===== src/rtl/spike_rate_decoder_if.sv =====
// spike_rate_decoder_if: decoder stimulus/result bundle.
// master drives en, window_len, spike_in and observes the results;
// slave (the decoder) drives rate_out, latency_out, first_seen, overflow, valid.
interface spike_rate_decoder_if #(
    parameter int WIN_W = 8,
    parameter int CNT_W = 8
);
    logic             en;
    logic [WIN_W-1:0] window_len;
    logic             spike_in;
    logic [CNT_W-1:0] rate_out;
    logic [WIN_W-1:0] latency_out;
    logic             first_seen;
    logic             overflow;
    logic             valid;
    modport master (
        output en, window_len, spike_in,
        input  rate_out, latency_out, first_seen, overflow, valid
    );
    modport slave (
        input  en, window_len, spike_in,
        output rate_out, latency_out, first_seen, overflow, valid
    );
endinterface


===== src/rtl/spike_rate_decoder.sv =====
// spike_rate_decoder: windowed spike count and first-spike latency decoder.
// Ports: clk, rst (sync, active-high); bus (slave) carries en, window_len,
// spike_in in and rate_out, latency_out, first_seen, overflow, valid out.
module spike_rate_decoder #(
    parameter int WIN_W     = 8,
    parameter int CNT_W     = 8,
    parameter bit EDGE_MODE = 1'b0
) (
    input logic                 clk,
    input logic                 rst,
    spike_rate_decoder_if.slave bus
);
    typedef enum logic {IDLE, RUN} state_t;
    state_t           state_q, state_d;
    logic [WIN_W-1:0] len_q, len_d, idx_q, idx_d, lat_q, lat_d, lat_o_q, lat_o_d;
    logic [WIN_W-1:0] cur_len, lat_n;
    logic [CNT_W-1:0] cnt_q, cnt_d, rate_q, rate_d, cnt_n;
    logic             seen_q, seen_d, ovf_q, ovf_d, prev_q, prev_d;
    logic             first_q, first_d, ovf_o_q, ovf_o_d, valid_q, valid_d;
    logic             hit, sat, last, clr, seen_n, ovf_n;

    assign bus.rate_out    = rate_q;
    assign bus.latency_out = lat_o_q;
    assign bus.first_seen  = first_q;
    assign bus.overflow    = ovf_o_q;
    assign bus.valid       = valid_q;

    always_comb begin
        // Cycle 0 of every window (from IDLE or back-to-back) re-samples window_len.
        cur_len = (state_q == IDLE || idx_q == '0)
                ? ((bus.window_len == '0) ? WIN_W'(1) : bus.window_len) : len_q;
        // prev_q is already 0 on the first window cycle because IDLE clears it.
        hit     = bus.spike_in && (!EDGE_MODE || !prev_q);
        sat     = &cnt_q;
        cnt_n   = (hit && !sat) ? cnt_q + CNT_W'(1) : cnt_q;
        ovf_n   = ovf_q | (hit & sat);
        lat_n   = (hit && !seen_q) ? idx_q : lat_q;
        seen_n  = seen_q | hit;
        last    = idx_q == cur_len - WIN_W'(1);
        clr     = !bus.en || last;
        state_d = bus.en ? RUN : IDLE;
        len_d   = bus.en ? cur_len : len_q;
        idx_d   = clr ? '0 : idx_q + WIN_W'(1);
        cnt_d   = clr ? '0 : cnt_n;
        lat_d   = clr ? '0 : lat_n;
        seen_d  = clr ? 1'b0 : seen_n;
        ovf_d   = clr ? 1'b0 : ovf_n;
        prev_d  = bus.en & bus.spike_in;
        valid_d = bus.en & last;
        rate_d  = valid_d ? cnt_n : rate_q;
        lat_o_d = valid_d ? (seen_n ? lat_n : '1) : lat_o_q;
        first_d = valid_d ? seen_n : first_q;
        ovf_o_d = valid_d ? ovf_n : ovf_o_q;
    end

    always_ff @(posedge clk) begin
        if (rst) begin
            state_q <= IDLE;
            len_q   <= '0;
            idx_q   <= '0;
            cnt_q   <= '0;
            lat_q   <= '0;
            seen_q  <= 1'b0;
            ovf_q   <= 1'b0;
            prev_q  <= 1'b0;
            rate_q  <= '0;
            lat_o_q <= '1;
            first_q <= 1'b0;
            ovf_o_q <= 1'b0;
            valid_q <= 1'b0;
        end else begin
            state_q <= state_d;
            len_q   <= len_d;
            idx_q   <= idx_d;
            cnt_q   <= cnt_d;
            lat_q   <= lat_d;
            seen_q  <= seen_d;
            ovf_q   <= ovf_d;
            prev_q  <= prev_d;
            rate_q  <= rate_d;
            lat_o_q <= lat_o_d;
            first_q <= first_d;
            ovf_o_q <= ovf_o_d;
            valid_q <= valid_d;
        end
    end
endmodule


===== src/flat_wrapper.sv =====
// flat-port wrapper written by rule: the top's interface ports become plain ports
module spike_rate_decoder_flat 
#(
    parameter int WIN_W     = 8,
    parameter int CNT_W     = 8,
    parameter bit EDGE_MODE = 1'b0
)
  (clk, rst, bus_en, bus_window_len, bus_spike_in, bus_rate_out, bus_latency_out, bus_first_seen, bus_overflow, bus_valid);
  spike_rate_decoder_if #(.WIN_W(WIN_W), .CNT_W(CNT_W)) bus_i ();
  input logic clk;
  input logic rst;
  input wire logic [$bits(bus_i.en)-1:0] bus_en;
  input wire logic [$bits(bus_i.window_len)-1:0] bus_window_len;
  input wire logic [$bits(bus_i.spike_in)-1:0] bus_spike_in;
  output wire logic [$bits(bus_i.rate_out)-1:0] bus_rate_out;
  output wire logic [$bits(bus_i.latency_out)-1:0] bus_latency_out;
  output wire logic [$bits(bus_i.first_seen)-1:0] bus_first_seen;
  output wire logic [$bits(bus_i.overflow)-1:0] bus_overflow;
  output wire logic [$bits(bus_i.valid)-1:0] bus_valid;
  assign bus_i.en = bus_en;
  assign bus_i.window_len = bus_window_len;
  assign bus_i.spike_in = bus_spike_in;
  assign bus_rate_out = bus_i.rate_out;
  assign bus_latency_out = bus_i.latency_out;
  assign bus_first_seen = bus_i.first_seen;
  assign bus_overflow = bus_i.overflow;
  assign bus_valid = bus_i.valid;
  spike_rate_decoder #(.WIN_W(WIN_W), .CNT_W(CNT_W), .EDGE_MODE(EDGE_MODE)) u_core (.clk(clk), .rst(rst), .bus(bus_i));
endmodule

===== config.mk =====
export PLATFORM = sky130hd
export DESIGN_NAME = spike_rate_decoder_flat
export DESIGN_NICKNAME = d
export VERILOG_FILES = /design/src/rtl/spike_rate_decoder_if.sv /design/src/rtl/spike_rate_decoder.sv /design/src/flat_wrapper.sv
export SDC_FILE = /design/constraint.sdc
export NUM_CORES = 1
export LEC_CHECK = 0
export CORE_ASPECT_RATIO = 0.75
export CORE_MARGIN = 2
export CORE_UTILIZATION = 50
export CTS_CLUSTER_DIAMETER = 200
export CTS_CLUSTER_SIZE = 12
export DETAILED_ROUTE_END_ITERATION = 10
export GPL_ROUTABILITY_DRIVEN = 0
export PLACE_DENSITY = 0.84
export SKIP_CTS_REPAIR_TIMING = 1
export SYNTH_ARGS = -nofsm -noshare
export SYNTH_HDL_FRONTEND = slang
export SYNTH_SLANG_ARGS = --single-unit

===== constraint.sdc =====
create_clock -name clk -period 3.45 [get_ports clk]
set_input_delay 0.345 -clock clk [delete_from_list [all_inputs] [get_ports clk]]
set_output_delay 0.345 -clock clk [all_outputs]
set_load 0.05 [all_outputs]

== Word-level counts from Yosys, hierarchy flattened ==
Cells that the tools add are included.
Word-level totals
  bits of input ports: 12
  bits in read-only memories: 0
  memories kept: 0
  output and inout bits: 19
  bits in writable memories: 0
  logic and storage cells: 38
  bits in latches: 0
  register bits: 54
Cells by class
  multiplexer cells: 6
  shift operators: 0
  add/subtract/negate cells: 3
  reductions and logical operators: 11
  bitwise operators: 5
  multipliers: 0
  divide/modulo/power cells: 0
  equality and inequality tests: 1
  $lt $le $gt $ge: 0
Operators with widths (number)
  $mux W8: 5
  $add A8 B1 Y8 const B: 2
  $logic_not A8 Y1: 2
  $eq A8 B8 Y1: 1
  $reduce_and A8 Y1: 1
  $sub A8 B1 Y8 const B: 1
  $logic_not A1 Y1: 3
  $and A1 B1 Y1: 2
  $logic_and A1 B1 Y1: 2
  $logic_or A1 B1 Y1: 2
  $or A1 B1 Y1: 2
  $reduce_or A2 Y1: 1
  $mux W1: 1
  $not A1 Y1: 1

== Longest topological paths before layout ==
  depth in word-level cells: 7
  mapped depth: 17
  mapped depth without buffers: 15

== Worst setup path before layout ==
OpenSTA, ideal clock, no wires.
  kind: reg2reg
  start: reg u_core.idx_q[0]
  end: reg u_core.rate_q[3], in the netlist u_core.bus.rate_out[3]
  data required time: 3.303 ns
  slack: 0.245 ns
  arrival: 3.058 ns
  setup time: 0.147 ns
  path buffers: 3
  cell stages (with the launch flop): 18
  path through: dfxtp_1 inv_1 ha_1 nor4b_4 a21bo_1 buf_6 buf_4 mux2i_1 ha_1 inv_1 o31ai_1 mux2i_1 nor4_1 a311oi_2 nor3_4 and2_1 buf_4 a311oi_2
Between the ends
  cells in the longest elaborated chain, start to end: 6
Ends and longest elaborated chain
  start, declared: RTL line spike_rate_decoder.sv:15  | logic [WIN_W-1:0] len_q, len_d, idx_q, idx_d, lat_q, lat_d, lat_o_q, lat_o_d;
  start signal, assigned: RTL line spike_rate_decoder.sv:74  | idx_q <= idx_d;
  $logic_not A8 Y1: RTL line spike_rate_decoder.sv:30  | cur_len = (state_q == IDLE || idx_q == '0)
  $logic_or A1 B1 Y1: RTL line spike_rate_decoder.sv:30
  $mux W8: RTL line spike_rate_decoder.sv:31  | ? ((bus.window_len == '0) ? WIN_W'(1) : bus.window_len) : len_q;
  $sub A8 B1 Y8: RTL line spike_rate_decoder.sv:39  | last = idx_q == cur_len - WIN_W'(1);
  $eq A8 B8 Y1 (*): RTL line spike_rate_decoder.sv:39
  $and A1 B1 Y1 (*): RTL line spike_rate_decoder.sv:49  | valid_d = bus.en & last;
  end signal, assigned: RTL line spike_rate_decoder.sv:80  | rate_q <= rate_d;
  end, declared: RTL line spike_rate_decoder.sv:17  | logic [CNT_W-1:0] cnt_q, cnt_d, rate_q, rate_d, cnt_n;
Mark *: on every way between the ends. The rest lies on a longest branch, timed or not.
A chain may end at the register's enable or synchronous reset.

== Final worst setup path ==
  start: reg u_core.idx_q[0]
  end: reg u_core.idx_q[4]
Between the ends
  cells in the longest elaborated chain, start to end: 7
  elaborated cells between the ends (all ways): 8
  those cells by class: 2 x add/sub; 1 x eq/ne; 1 x mux; 4 x reduce/logical
Ends and longest elaborated chain
  $logic_not A8 Y1: RTL line spike_rate_decoder.sv:30
  $logic_or A1 B1 Y1: RTL line spike_rate_decoder.sv:30
  $mux W8: RTL line spike_rate_decoder.sv:31
  $sub A8 B1 Y8: RTL line spike_rate_decoder.sv:39
  $eq A8 B8 Y1: RTL line spike_rate_decoder.sv:39
  $logic_or A1 B1 Y1: RTL line spike_rate_decoder.sv:40  | clr = !bus.en || last;
  $reduce_or A2 Y1 (no source line)
Several ways; a longest one is shown, not always the timed one.

==> out/results.txt <==
Result of the run: completed
Xor and xnor fraction of the mapped netlist area: 7.16%
Number of distinct standard cells referenced by the synthesized netlist: 41
Switching power as a share of total power: 25.0%
Area of all placed cells without fillers: 3290 sq um
Mean cell area of the mapped netlist: 9.28 sq um
Critical path origin: u_core.idx_q[0]
Post-detailed-route via-to-cell ratio: 5.43
Post-synth EDFFs: 0
Share of post-route cells with drive strength above 1: 17.7%
Global-route wire length before repair: 9.43 mm
Clock-pin slew on the worst setup and hold paths: 90 ps
Final Hold Vio Count: 0
Register bit count reported by yosys: 54
Total net switching power: 0.307 mW
Total power divided by cell area: 373 nW/um^2
Wire length reported by the detailed router: 6.01 mm
Maximum number of pins on one net before global-route repair: 32
Largest cells by area after synthesis: dfxtp_1, mux2i_1, nor2_1, a311oi_2, xnor2_1
Multi-input combinational cell area: 1500 sq um
Tightest slew margin relative to the limit: 47.6%
Clock network fraction of total power: 34.5%
Classification of the worst-slack hold path: reg -> reg
Max Cap Violations: 0
Number of placed instances, taps included: 395
Number of H-tree branching levels: 2
CTS Root Cell: clkbuf_8
Power share of the combinational group: 13.1%
Number of vias in the routed layout: 2189
Number of nets in the finished design: 344
Number of fill cells in the layout: 428
Max Freq: 0.291 GHz
Number of input and output port buffers inserted: 30
Final Max Slew Viols: 0
Total iterations of the first detailed-routing run: 4
Final Power: 1.23 mW
Placement row count: 23
Clock latency on the worst-skew pair: 310 ps
Non-filler instance count after layout: 403
Most used standard cell by instance count after synthesis: dfxtp_1
Multiplexer area fraction after synthesis: 11.1%
Top-level I/O count: 31
Synthesized-area fraction occupied by ao, oa, aoi and oai cells: 13.4%
Post-Synthesis Net Count: 306
DRC marker count from the first detailed-route iteration: 132
Capturing element type of the critical path: register
Crit path DAT: 3680 ps
CTS tree: yes
Maximum net fanout on the critical path: 26
Residual DRC: 0
Initial antenna violation count: 0
Sequential cell area: 1080 sq um
Mapped Area: 2690 sq um
Clock buffer count from CTS: 5
Number of global-route vias before repair: 2023
Number of instances in the synthesized netlist: 290
Number of warnings reported in the yosys synthesis log: 0
Startpoint of the tightest hold check path: u_core.len_q[7]
Critical path data required time: 3690 ps
Floorplan die height: 67.5 um
Worst-margin pin slew: 784 ps
LEAKAGE: 1.34 nW
Final count of negative-setup-slack endpoints: 0
Cell taking the most area after synthesis: dfxtp_1
Leading post-synthesis cells by instance count: dfxtp_1, nor2_1, mux2i_1, nand3_1, nand2_1
Reg power frac: 52.4%
Initial Utilization: 51.1%
Die Wd: 88.7 um
Share of the synthesized area in the top cell type: 40.2%
Internal power of the cells: 0.920 mW
Worst clock skew on the final layout: 5.87 ps
Crit path kind: reg -> reg
Crit start category: register
Share of synthesized area occupied by flip-flops and latches: 40.2%
Global Route Usage Sum: 20.5%
Layout overhead on the synthesized area: 22.4%
Clock period minus final worst setup slack: 3440 ps
Wire per inst: 14.9 um
Leading register cell type out of synthesis: dfxtp_1
Post-detailed-placement cell area: 3140 sq um
Dominant combinational cell family by area after synthesis: simple AND/OR/NAND/NOR gates
Std-Cell Core Area: 5270 sq um
Full die area: 5990 sq um
Number of clock sinks seen by CTS: 54
Fin crit share: 99.6%
GRT overflow: 0
Number of antenna cells inserted: 0
Ys async rst share: 0%
Worst IR Drop VDD: 0.000236 V
Area fraction in and, or, nand and nor cells after synthesis: 20.8%
Remaining antenna violation count after routing: 0
Half-perimeter wire length after detailed placement: 4.22 mm
Largest buffer count on any clock path: 2
Origin of the critical flop-to-flop path: u_core.idx_q[0]
Adder-cell share of the synthesized area: 1.86%
==> power groups by stage <==
stage          Clock, mW  Sequential, mW  Combinational (mW)
2_1_floorplan          0           0.657              0.0962
3_3_place_gp           0           0.656               0.147
3_5_place_dp           0           0.657               0.151
4_1_cts            0.430           0.642               0.152
5_1_grt            0.455           0.645               0.173
6_report           0.424           0.643               0.160
==> critical path, cell delays in order, from the launching register on <==
cell and delay [ps]:
dfxtp_1 330, inv_2 90, ha_1 150, nor4b_4 260
a21bo_2 250, mux2i_2 260, ha_2 240, inv_1 70
nor4_1 350, mux2_4 280, nor4_4 50, a311oi_2 330
nor3_4 70, buf_6 150, a21bo_2 210, buf_12 160
nor2_1 120
==> cell families (layout without fill, tap and decap cells) <==
| group | after synthesis | in the layout |
|---|---|---|
| DFF | 54 | 54 |
| buffers and inverters | 28 | 66 |
| and+or+nand+nor | 111 | 111 |
| AOI/OAI and AO/OA | 42 | 42 |
| adders and majority gates | 4 | 4 |
| xor gates and xnor gates | 22 | 22 |
| muxes | 29 | 29 |
==> per-stage QoR <==
step / setup WS, ps / utilization (%) / TNS [ps] / hold WS [ps]
final: 13.0 / 62.5 / 0 / 468
after global routing: -192 / 62.5 / -5430 / 498
after CTS: -43.7 / 61.6 / -301 / 472
after detailed placement: -175 / 59.6 / -3530 / 458
after global placement: -53.4 / 59.6 / -464 / 444
after floorplan: 245 / - / 0 / 433
==> routing by layer <==
layer / track usage [%] / up-vias / routed length [um]
met1: 26.5 / 1030 / 2670
li1: - / 1087 / -
met5: 0 / - / 0
met3: 3.79 / 12 / 322
met4: 8.90 / 0 / 147
met2: 33.8 / 60 / 2870
==> state kept, by name (all words and copies together) (netlist names) <==
register and count:
u_core.seen_q 1, u_core.bus.valid 1, u_core.len_q 8, u_core.lat_q 8
u_core.bus.first_seen 1, u_core.cnt_q 8, u_core.bus.rate_out 8, u_core.bus.overflow 1
u_core.state_q 1, u_core.bus.latency_out 8, u_core.ovf_q 1, u_core.idx_q 8
==> cell usage in the layout (no fill, tap or decap), types with 3 or more instances in the layout <==
| cell | n |
|---|---|
| clkbuf_8 | 5 |
| nor3_1 | 3 |
| a311oi_2 | 10 |
| ha_1 | 3 |
| and3_1 | 6 |
| xor2_1 | 11 |
| nand2_1 | 14 |
| nand2b_1 | 3 |
| mux2_2 | 5 |
| nand3_1 | 17 |
| o21ai_0 | 4 |
| nor2_1 | 43 |
| buf_4 | 17 |
| a31oi_1 | 10 |
| a21oi_1 | 8 |
| nor2b_1 | 13 |
| mux2i_1 | 21 |
| dfxtp_1 | 54 |
| xnor2_1 | 11 |
| inv_1 | 8 |
| clkdlybuf4s50_1 | 30 |
==> worst paths after layout <==
path,end,slack [ps],depth (start not counted)
worst min register to register,u_core.len_q[7],470,2
worst max-delay path,u_core.idx_q[4],10,16
worst max register to register,u_core.idx_q[4],10,16
worst min-delay path,u_core.len_q[7],470,2
==> final cells by class <==
type                    instances  share of cell area [%]
clock buffers                   5                    2.09
inverters                       9                    1.03
multi-input cells             208                    45.5
flip-flops and latches         54                    32.8
well taps                      75                    2.85
clock inverters                 2                    1.18
repair buffers                 50                    14.6
Note: power is estimated with default switching activity, not from simulation.
